[src/rtl/frame_buf_writer_if.sv]
// frame_buf_writer_if: byte-stream handshake feeding the frame buffer writer
interface frame_buf_writer_if;
    logic [7:0] DataIn;
    logic       DataValid;
    logic       DataReady;
    modport master (output DataIn, DataValid, input DataReady);
    modport slave (input DataIn, DataValid, output DataReady);
endinterface

[src/rtl/frame_buf_writer.sv]
// frame_buf_writer: packs R,G,B bytes into 24-bit pixels and ping-pongs frames between two display buffers
module frame_buf_writer #(
    parameter int ROWS   = 100,
    parameter int ROW_PX = 4,
    parameter int ADDR_W = 9
) (
    input  logic              clock,
    input  logic              reset,
    input  logic              CSDisplay,
    frame_buf_writer_if.slave px,
    input  logic              Buf0Empty,
    input  logic              Buf1Empty,
    output logic              WE0,
    output logic              WE1,
    output logic [ADDR_W-1:0] Addr0,
    output logic [ADDR_W-1:0] Addr1,
    output logic [23:0]       WData,
    output logic [6:0]        row0,
    output logic [6:0]        row1,
    output logic              Buf0Full,
    output logic              Buf1Full
);
    localparam int PX_W  = ROW_PX > 1 ? $clog2(ROW_PX) : 1;
    localparam int FRAME = ROWS * ROW_PX;

    typedef enum logic [1:0] {WAIT0, FILL0, WAIT1, FILL1} state_t;

    state_t            state_q;
    logic [1:0]        comp_q;
    logic [PX_W-1:0]   pix_q;
    logic [7:0]        r_q, g_q;
    logic              we0_q, we1_q, full0_q, full1_q;
    logic [ADDR_W-1:0] addr0_q, addr1_q;
    logic [23:0]       wdata_q;
    logic [6:0]        row0_q, row1_q;
    logic              acc, pix_done, row_done, frame_done;

    assign px.DataReady = (state_q == FILL0 || state_q == FILL1) && CSDisplay;
    assign acc          = px.DataValid && px.DataReady;
    assign pix_done     = acc && comp_q == 2'd2;
    assign row_done     = pix_done && pix_q == PX_W'(ROW_PX - 1);
    assign frame_done   = row_done && (state_q == FILL1 ? row1_q : row0_q) == 7'(ROWS - 1);

    always_ff @(posedge clock) begin
        if (reset) begin
            state_q <= WAIT0;
            comp_q  <= '0;
            pix_q   <= '0;
            r_q     <= '0;
            g_q     <= '0;
            we0_q   <= 1'b0;
            we1_q   <= 1'b0;
            full0_q <= 1'b0;
            full1_q <= 1'b0;
            addr0_q <= '0;
            addr1_q <= '0;
            wdata_q <= '0;
            row0_q  <= '0;
            row1_q  <= '0;
        end else begin
            we0_q <= pix_done && state_q == FILL0;
            we1_q <= pix_done && state_q == FILL1;
            // address advances once the strobe has been presented, so WEx sees the pre-increment value
            if (we0_q) addr0_q <= addr0_q == ADDR_W'(FRAME - 1) ? '0 : addr0_q + ADDR_W'(1);
            if (we1_q) addr1_q <= addr1_q == ADDR_W'(FRAME - 1) ? '0 : addr1_q + ADDR_W'(1);
            if (acc) comp_q <= pix_done ? 2'd0 : comp_q + 2'd1;
            if (acc && comp_q == 2'd0) r_q <= px.DataIn;
            if (acc && comp_q == 2'd1) g_q <= px.DataIn;
            if (pix_done) begin
                wdata_q <= {r_q, g_q, px.DataIn};
                pix_q   <= row_done ? '0 : pix_q + PX_W'(1);
            end
            if (row_done && !frame_done && state_q == FILL0) row0_q <= row0_q + 7'd1;
            if (row_done && !frame_done && state_q == FILL1) row1_q <= row1_q + 7'd1;
            if (frame_done && state_q == FILL0) begin
                full0_q <= 1'b1;
                state_q <= WAIT1;
            end
            if (frame_done && state_q == FILL1) begin
                full1_q <= 1'b1;
                state_q <= WAIT0;
            end
            if (CSDisplay && state_q == WAIT0 && Buf0Empty) begin
                state_q <= FILL0;
                full0_q <= 1'b0;
                row0_q  <= '0;
                addr0_q <= '0;
                pix_q   <= '0;
                comp_q  <= '0;
            end
            if (CSDisplay && state_q == WAIT1 && Buf1Empty) begin
                state_q <= FILL1;
                full1_q <= 1'b0;
                row1_q  <= '0;
                addr1_q <= '0;
                pix_q   <= '0;
                comp_q  <= '0;
            end
        end
    end

    assign WE0      = we0_q;
    assign WE1      = we1_q;
    assign Addr0    = addr0_q;
    assign Addr1    = addr1_q;
    assign WData    = wdata_q;
    assign row0     = row0_q;
    assign row1     = row1_q;
    assign Buf0Full = full0_q;
    assign Buf1Full = full1_q;
endmodule

[src/flat_wrapper.sv]
// flat-port wrapper written by rule: the top's interface ports become plain ports
module frame_buf_writer_flat 
#(
    parameter int ROWS   = 100,
    parameter int ROW_PX = 4,
    parameter int ADDR_W = 9
)
  (clock, reset, CSDisplay, Buf0Empty, Buf1Empty, WE0, WE1, Addr0, Addr1, WData, row0, row1, Buf0Full, Buf1Full, px_DataIn, px_DataValid, px_DataReady);
  frame_buf_writer_if px_i ();
  input  logic clock;
  input  logic reset;
  input  logic CSDisplay;
  input  logic Buf0Empty;
  input  logic Buf1Empty;
  output logic WE0;
  output logic WE1;
  output logic [ADDR_W-1:0] Addr0;
  output logic [ADDR_W-1:0] Addr1;
  output logic [23:0] WData;
  output logic [6:0] row0;
  output logic [6:0] row1;
  output logic Buf0Full;
  output logic Buf1Full;
  input wire logic [$bits(px_i.DataIn)-1:0] px_DataIn;
  input wire logic [$bits(px_i.DataValid)-1:0] px_DataValid;
  output wire logic [$bits(px_i.DataReady)-1:0] px_DataReady;
  assign px_i.DataIn = px_DataIn;
  assign px_i.DataValid = px_DataValid;
  assign px_DataReady = px_i.DataReady;
  frame_buf_writer #(.ROWS(ROWS), .ROW_PX(ROW_PX), .ADDR_W(ADDR_W)) u_core (.clock(clock), .reset(reset), .CSDisplay(CSDisplay), .px(px_i), .Buf0Empty(Buf0Empty), .Buf1Empty(Buf1Empty), .WE0(WE0), .WE1(WE1), .Addr0(Addr0), .Addr1(Addr1), .WData(WData), .row0(row0), .row1(row1), .Buf0Full(Buf0Full), .Buf1Full(Buf1Full));
endmodule
[config.mk]
export PLATFORM = sky130hd
export DESIGN_NAME = frame_buf_writer_flat
export DESIGN_NICKNAME = d
export VERILOG_FILES = /design/src/rtl/frame_buf_writer_if.sv /design/src/rtl/frame_buf_writer.sv /design/src/flat_wrapper.sv
export SDC_FILE = /design/constraint.sdc
export NUM_CORES = 1
export LEC_CHECK = 0
export ABC_AREA = 1
export CAP_MARGIN = 20
export CORE_MARGIN = 3
export CORE_UTILIZATION = 46
export CTS_CLUSTER_DIAMETER = 60
export DETAILED_ROUTE_END_ITERATION = 6
export DONT_BUFFER_PORTS = 1
export PLACE_DENSITY_LB_ADDON = 0.05
export REMOVE_ABC_BUFFERS = 1
export SETUP_SLACK_MARGIN = 0.4
export SLEW_MARGIN = 15
export SYNTH_ARGS = -nofsm -noshare
export SYNTH_HDL_FRONTEND = slang
export SYNTH_SLANG_ARGS = --single-unit
export TNS_END_PERCENT = 30
[constraint.sdc]
create_clock -name clock -period 1.3 [get_ports clock]
set_input_delay 0.065 -clock clock [delete_from_list [all_inputs] [get_ports clock]]
set_output_delay 0.065 -clock clock [all_outputs]
set_load 0.005 [all_outputs]
; ---- Word level (Yosys, flattened, before mapping)
; Cells that the tools add are included.
[word_totals]
ram_bits = 0
mem_bits_ro = 0
latchBits = 0
regBits = 82
mem_count = 0
in_bits = 14
[op_classes]
n_bitwise = 0
n_eq_ne = 9
n_mux = 9
n_shift = 0
order_cmp = 0
multipliers = 0
add_sub_neg = 6
reduce_logical = 26
div = 0
[op_table]
columns = cell, n
row1 = $add A9 B1 Y9 const B, 2
row2 = $eq A9 B9 Y1 const B, 2
row3 = $logic_and A1 B1 Y1, 18
row4 = $mux W9, 2
row5 = $add A7 B1 Y7 const B, 2
row6 = $mux W2, 6
row7 = $eq A2 B2 Y1 const B, 4
row8 = $eq A7 B7 Y1 const B, 1
row9 = $mux W7, 1
row10 = $add A2 B1 Y2 const B, 2
row11 = $eq A2 B1 Y1 const B, 2
row12 = $logic_not A2 Y1, 2
row13 = $reduce_bool A4 Y1, 1
row14 = $reduce_or A2 Y1, 2
row15 = $reduce_or A3 Y1, 1
row16 = $logic_not A1 Y1, 1
row17 = $logic_or A1 B1 Y1, 1

; ---- Logic depth before layout (Yosys ltp)
[logic_depth]
word_depth = 12
depth_mapped = 10
depth_no_buf = 10

; ---- Worst setup path after synthesis
; OpenSTA, ideal clock, no wires.
[synth_timing]
path_kind = register -> register
startpoint = register u_core.addr0_q[0], in the netlist u_core.Addr0[0]
endpoint = register u_core.addr0_q[8], in the netlist u_core.Addr0[8]
required_ns = 1.169
path_slack_ns = -0.138
synth_period_minus_slack_ns = 1.438
stages_incl_launch_ff = 9
setup_time_ns = 0.131
arrival_time_ns = 1.307
cell_sequence = dfxtp_1 > ha_1 > nand2_1 > nor3_1 > nand3_1 > nor2_1 > nand3_1 > nand2_1 > nor2_1
[synth_between]
elab_chain_len = 2
elab_cells_between_ends = 3
[synth_lines]
columns = element, line
row1 = start: declaration, frame_buf_writer.sv:33  ; logic [ADDR_W-1:0] addr0_q, addr1_q;
row2 = start signal: assignment, frame_buf_writer.sv:64  ; if (we0_q) addr0_q <= addr0_q == ADDR_W'(FRAME - 1) ? '0 : addr0_q + ADDR_W'(1);
row3 = $add A9 B1 Y9 or $eq A9 B9 Y1 (tied branches), frame_buf_writer.sv:64
row4 = $mux W9 (*), frame_buf_writer.sv:64
; Mark *: on every way between the ends. The rest lies on a longest branch, timed or not.
; A chain may end at the register's enable or synchronous reset.

; ---- Worst setup path after layout
[layout_timing]
startpoint = register u_core.state_q[0]
endpoint = register u_core.row0_q[0], in the netlist u_core.row0[0]
[layout_between]
elab_chain_len = 10
elab_cells_between_ends = 17
[layout_lines]
columns = element, line
row1 = start: declaration, frame_buf_writer.sv:28  ; state_t state_q;
row2 = start signal: assignment, frame_buf_writer.sv:46  ; state_q <= WAIT0;
row3 = start signal: assignment, frame_buf_writer.sv:77  ; state_q <= WAIT1;
row4 = start signal: assignment, frame_buf_writer.sv:81  ; state_q <= WAIT0;
row5 = branches (longest 10 deep; another with $mux W7), --
row6 = end signal: assignment, frame_buf_writer.sv:73  ; if (row_done && !frame_done && state_q == FILL0) row0_q <= row0_q + 7'd1;
row7 = end: declaration, frame_buf_writer.sv:35  ; logic [6:0] row0_q, row1_q;
; Parallel ways; which one is timed is not known.

==> report_table.html <==
<table>
<tr><th>Metric</th><th>Value</th></tr>
<tr><th colspan="2">Power</th></tr>
<tr><td>Share of total power consumed by net switching</td><td>between 20% and 30%</td></tr>
<tr><td>Leak pwr</td><td>around 2.1 nW</td></tr>
<tr><td>Cell internal power dissipation</td><td>~0.0036 W</td></tr>
<tr><td>Portion of total power attributed to sequential cells</td><td>approximately 54%</td></tr>
<tr><td>Power per cell area</td><td>roughly 910 mW/mm^2</td></tr>
<tr><td>Largest voltage drop on the vdd net</td><td>around 0.8 mV</td></tr>
<tr><td>Share of total power in the clock network</td><td>between 40% and 50%</td></tr>
<tr><td>Combinational cell fraction of total power</td><td>between 4 and 5%</td></tr>
<tr><td>Overall power of the completed layout</td><td>between 0.004 and 0.005 W</td></tr>
<tr><td>Switch Pwr</td><td>between 0.001 and 0.0015 W</td></tr>
<tr><th colspan="2">Final layout</th></tr>
<tr><td>Post-Route Utilization</td><td>70.74%</td></tr>
<tr><td>NumNets Final</td><td>567</td></tr>
<tr><td>Count of inserted antenna diode cells</td><td>0</td></tr>
<tr><td>Filler instances</td><td>just under 600</td></tr>
<tr><td>Layout-stage area growth over the synthesis result</td><td>48.95%</td></tr>
<tr><td>Share of layout cells above drive strength 1</td><td>roughly 44%</td></tr>
<tr><th colspan="2">Timing</th></tr>
<tr><td>Max transition margin</td><td>68.96%</td></tr>
<tr><td>Highest achievable clock rate</td><td>~730 MHz</td></tr>
<tr><td>Final critical delay including setup and external delays</td><td>between 1 and 1.5 ns</td></tr>
<tr><td>Final number of hold-violating endpoints</td><td>0</td></tr>
<tr><td>Worst path setup slack after routing</td><td>-0.07767 ns</td></tr>
<tr><td>Max-slew violation count</td><td>0</td></tr>
<tr><td>Final setup violating endpoints</td><td>11</td></tr>
<tr><td>Least-Margin Pin Slew</td><td>0.4657 ns</td></tr>
<tr><td>Unrepaired setup endpoints after global routing</td><td>true</td></tr>
<tr><td>Worst clock skew</td><td>around 0.012 ns</td></tr>
<tr><td>Period utilisation layout</td><td>106.0%</td></tr>
<tr><th colspan="2">Floorplan</th></tr>
<tr><td>Die extent in y</td><td>between 90 and 100 um</td></tr>
<tr><td>I/O pin cnt</td><td>between 70 and 80</td></tr>
<tr><td>Initial Util</td><td>47.49%</td></tr>
<tr><td>Area of the die</td><td>~0.0086 sq mm</td></tr>
<tr><td>Number of placement rows</td><td>31</td></tr>
<tr><td>CORE AREA</td><td>about 0.0073 sq mm</td></tr>
<tr><td>Die width</td><td>92.77 um</td></tr>
<tr><th colspan="2">CTS</th></tr>
<tr><td>Bufs on Longest Clock Path</td><td>2</td></tr>
<tr><td>Clock latency on the worst-skew pair</td><td>~0.36 ns</td></tr>
<tr><td>Clock-pin transition on the worst setup and hold timing paths</td><td>0.09 ns</td></tr>
<tr><td>Depth of the CTS H-tree</td><td>3</td></tr>
<tr><td>Total CTS buffers</td><td>9</td></tr>
<tr><td>Sink Count</td><td>roughly 80</td></tr>
<tr><td>CTS tree</td><td>done</td></tr>
<tr><td>Root Buffer</td><td>sky130_fd_sc_hd__clkbuf_8</td></tr>
<tr><th colspan="2">Detailed routing</th></tr>
<tr><td>DR DRC count</td><td>0</td></tr>
<tr><td>Number of iterations in the first detailed-routing pass</td><td>4</td></tr>
<tr><td>Routed WL</td><td>8.972 mm</td></tr>
<tr><td>1st-iter DRT viols</td><td>90</td></tr>
<tr><td>Ratio of routed vias to standard cells</td><td>between 5 and 6</td></tr>
<tr><td>Number of nets with antenna violations after routing</td><td>0</td></tr>
<tr><td>Wire per inst</td><td>13.76 um</td></tr>
<tr><td>Vias post-DR</td><td>between 3,000 and 4,000</td></tr>
<tr><th colspan="2">Placed design</th></tr>
<tr><td>Total of buffers placed on input and output ports</td><td>0</td></tr>
<tr><td>HPWL after DPL</td><td>~5.6 mm</td></tr>
<tr><td>Final RePlAce weighted congestion</td><td>approximately 0.80</td></tr>
<tr><th colspan="2">GRT</th></tr>
<tr><td>Via count of the first global-routing pass</td><td>~3,200</td></tr>
<tr><td>Global-route total usage across every layer</td><td>21.29%</td></tr>
<tr><td>Largest net degree at the start of global routing</td><td>42</td></tr>
<tr><td>Global-route wire length before repair</td><td>~15 mm</td></tr>
<tr><td>Overflow after GRT</td><td>0</td></tr>
<tr><td>Initial antenna violation count</td><td>0</td></tr>
<tr><th colspan="2">Setup path</th></tr>
<tr><td>CP Class</td><td>flip-flop to flip-flop</td></tr>
<tr><td>Arrival time of the worst setup path</td><td>between 1.5 and 2 ns</td></tr>
<tr><td>Data required time at the worst endpoint</td><td>about 1.6 ns</td></tr>
<tr><td>Top fanout value on the critical path</td><td>6</td></tr>
<tr><td>CP startpoint kind</td><td>flip-flop</td></tr>
<tr><td>Crit end category</td><td>flip-flop</td></tr>
<tr><th colspan="2">Synthesis</th></tr>
<tr><td>Yosys warns</td><td>0</td></tr>
<tr><td>Sequential element share of the synthesized area</td><td>between 40% and 50%</td></tr>
<tr><td>#FFs+latches synth</td><td>a little over 80</td></tr>
<tr><td>Synthesized netlist cell count</td><td>approximately 450</td></tr>
<tr><td>Area of the mapped netlist</td><td>0.003463 sq mm</td></tr>
<tr><td>Synthesized area divided by synthesized cell count</td><td>~7.6 sq um</td></tr>
<tr><td>Main flop type after synthesis</td><td>sky130_fd_sc_hd__dfxtp_1</td></tr>
<tr><td>Post-synthesis cell type count</td><td>29</td></tr>
<tr><td>Number of enable flip-flop cells after synthesis</td><td>0</td></tr>
<tr><td>Proportion of register bits with asynchronous set or reset after synthesis</td><td>0%</td></tr>
<tr><th colspan="2">Run</th></tr>
<tr><td>Max-capacitance violation count</td><td>0</td></tr>
<tr><th colspan="2">Run status</th></tr>
<tr><td>Failing checks</td><td>setup timing</td></tr>
<tr><td>Status</td><td>finished with violations</td></tr>
<tr><th colspan="2">Min path</th></tr>
<tr><td>Type of the tightest min-delay check</td><td>input port to flip-flop</td></tr>
</table>
Yosys cell counts, types with 2 or more instances:
cell | n | area share, %
sky130_fd_sc_hd__nor2_1 | 134 | 15
sky130_fd_sc_hd__o21ai_1 | 3 | 0.43
sky130_fd_sc_hd__o21ai_0 | 42 | 6.1
sky130_fd_sc_hd__xnor2_1 | 8 | 2.0
sky130_fd_sc_hd__nand2_2 | 2 | 0.36
sky130_fd_sc_hd__nand2_4 | 3 | 0.98
sky130_fd_sc_hd__dfxtp_1 | 82 | 47
sky130_fd_sc_hd__nor3_1 | 6 | 0.87
sky130_fd_sc_hd__nor3b_1 | 4 | 0.87
sky130_fd_sc_hd__a21oi_1 | 20 | 2.9
sky130_fd_sc_hd__nand4_1 | 4 | 0.72
sky130_fd_sc_hd__nand3_1 | 19 | 2.7
sky130_fd_sc_hd__ha_1 | 5 | 1.8
sky130_fd_sc_hd__nand3_4 | 3 | 1.5
sky130_fd_sc_hd__clkbuf_1 | 7 | 0.76
sky130_fd_sc_hd__xor2_1 | 8 | 2.0
sky130_fd_sc_hd__nand2_1 | 60 | 6.5
sky130_fd_sc_hd__nor3_4 | 2 | 0.94
sky130_fd_sc_hd__inv_1 | 27 | 2.9
sky130_fd_sc_hd__nor2_2 | 4 | 0.72
sky130_fd_sc_hd__inv_2 | 3 | 0.33
cell usage in the layout (no fill, tap or decap), drive strengths merged, types with 9 or more instances in the layout:
master and count:
nand2 65, buf 82, dfxtp 82, o21ai 45, clkbuf 10, dlygate4sd3 9, nand3 22, nor2 141
inv 32, a21oi 20
registers in the layout, indices dropped and copies added, names as in the netlist:
register	flops
u_core.Addr0	9
u_core.WE0	1
u_core.Buf0Full	1
u_core.WData	24
u_core.row0	7
u_core.state_q	2
u_core.comp_q	2
u_core.r_q	8
u_core.g_q	8
u_core.pix_q	2
u_core.Addr1	9
u_core.row1	7
u_core.Buf1Full	1
u_core.WE1	1
layer usage:
layer,vias to the layer above,track usage [%],part of all wire (%),routed length (um)
met5,-,0,0,0
met4,0,6.716,1.1,95
met3,9,5.361,5.3,473
met2,71,37.49,51,4602
met1,1534,25.27,42,3800
li1,1658,-,-,-
cell families (layout without fill, tap and decap cells):
logic type	after synthesis	count (layout)	synth area share, %
AND/OR/NAND/NOR	245	246	32.62
adder cells (fa/ha/maj)	5	5	1.806
buffers and inverters	40	138	4.516
flip-flops	82	82	47.40
AO/OA/AOI/OAI	66	66	9.610
XOR/XNOR	16	16	4.046
per-stage QoR:
| stage | setup TNS [ns] | instance area [sq um] | hold WS [ns] | worst slack, ns | std cells |
|---|---|---|---|---|---|
| after global routing | -2.175 | 5159 | 0.09665 | -0.1614 | 652 |
| final | -0.5066 | 5159 | 0.08161 | -0.07767 | 652 |
| after CTS | -0.3571 | 4901 | 0.03267 | -0.07218 | 644 |
| after detailed placement | -1.435 | 4053 | 0.1399 | -0.08986 | 609 |
| after global placement | -0.3304 | 4053 | 0.1383 | -0.04383 | 609 |
| after floorplan | -3.123 | 3428 | 0.1341 | -0.1673 | 445 |
critical path: stages (launching register included):
cell and delay, ns:
sky130_fd_sc_hd__dfxtp_4 0.39, sky130_fd_sc_hd__nand3_4 0.10, sky130_fd_sc_hd__nor2_8 0.16, sky130_fd_sc_hd__nand2_8 0.10, sky130_fd_sc_hd__clkinv_8 0.08, sky130_fd_sc_hd__nand3_4 0.11, sky130_fd_sc_hd__nor2_4 0.17, sky130_fd_sc_hd__nand2_1 0.06
sky130_fd_sc_hd__nand2_1 0.05, sky130_fd_sc_hd__nor2_1 0.04
repair_timing:
action | 4_1_cts | 5_1_grt
gates cloned | 2 | 0
setup buffers | 8 | 8
pin swaps | 62 | 56
resized for setup | 164 | 56
hold buffers | 9 | 0
setup endpoints to repair | 102 | 109
hold endpoints to repair | 37 | 0
cell type report:
cell class / instances / area [sq um] / share of cell area (%)
timing repair buffer: 91 / 853.3 / 16.54
clock inverter: 6 / 73.82 / 1.431
sequential: 82 / 1692 / 32.79
clock buffer: 10 / 137.6 / 2.668
inverter: 31 / 141.4 / 2.741
tap: 99 / 123.9 / 2.401
multi-input combinational: 333 / 2137 / 41.43
final timing paths:
path | depth (start not counted) | end | start | slack [ns]
max | 9 | u_core.row0[0] | u_core.state_q[0] | -0.08
min | 4 | u_core.row1[6] | reset | 0.08
max reg2reg | 9 | u_core.row0[0] | u_core.state_q[0] | -0.08
min reg2reg | 2 | u_core.Buf0Full | u_core.Buf0Full | 0.48
power by group through the flow:
| stage | Combinational, W | Clock, W | Sequential [W] |
|---|---|---|---|
| CTS | 0.000197 | 0.00199 | 0.00252 |
| global placement | 0.000132 | 0 | 0.00259 |
| detailed placement | 0.000133 | 0 | 0.00259 |
| finish | 0.000217 | 0.00195 | 0.00252 |
| global route | 0.000236 | 0.00208 | 0.00252 |
| floorplan | 0.0000708 | 0 | 0.00259 |
Note: power is estimated with default switching activity, not from simulation.
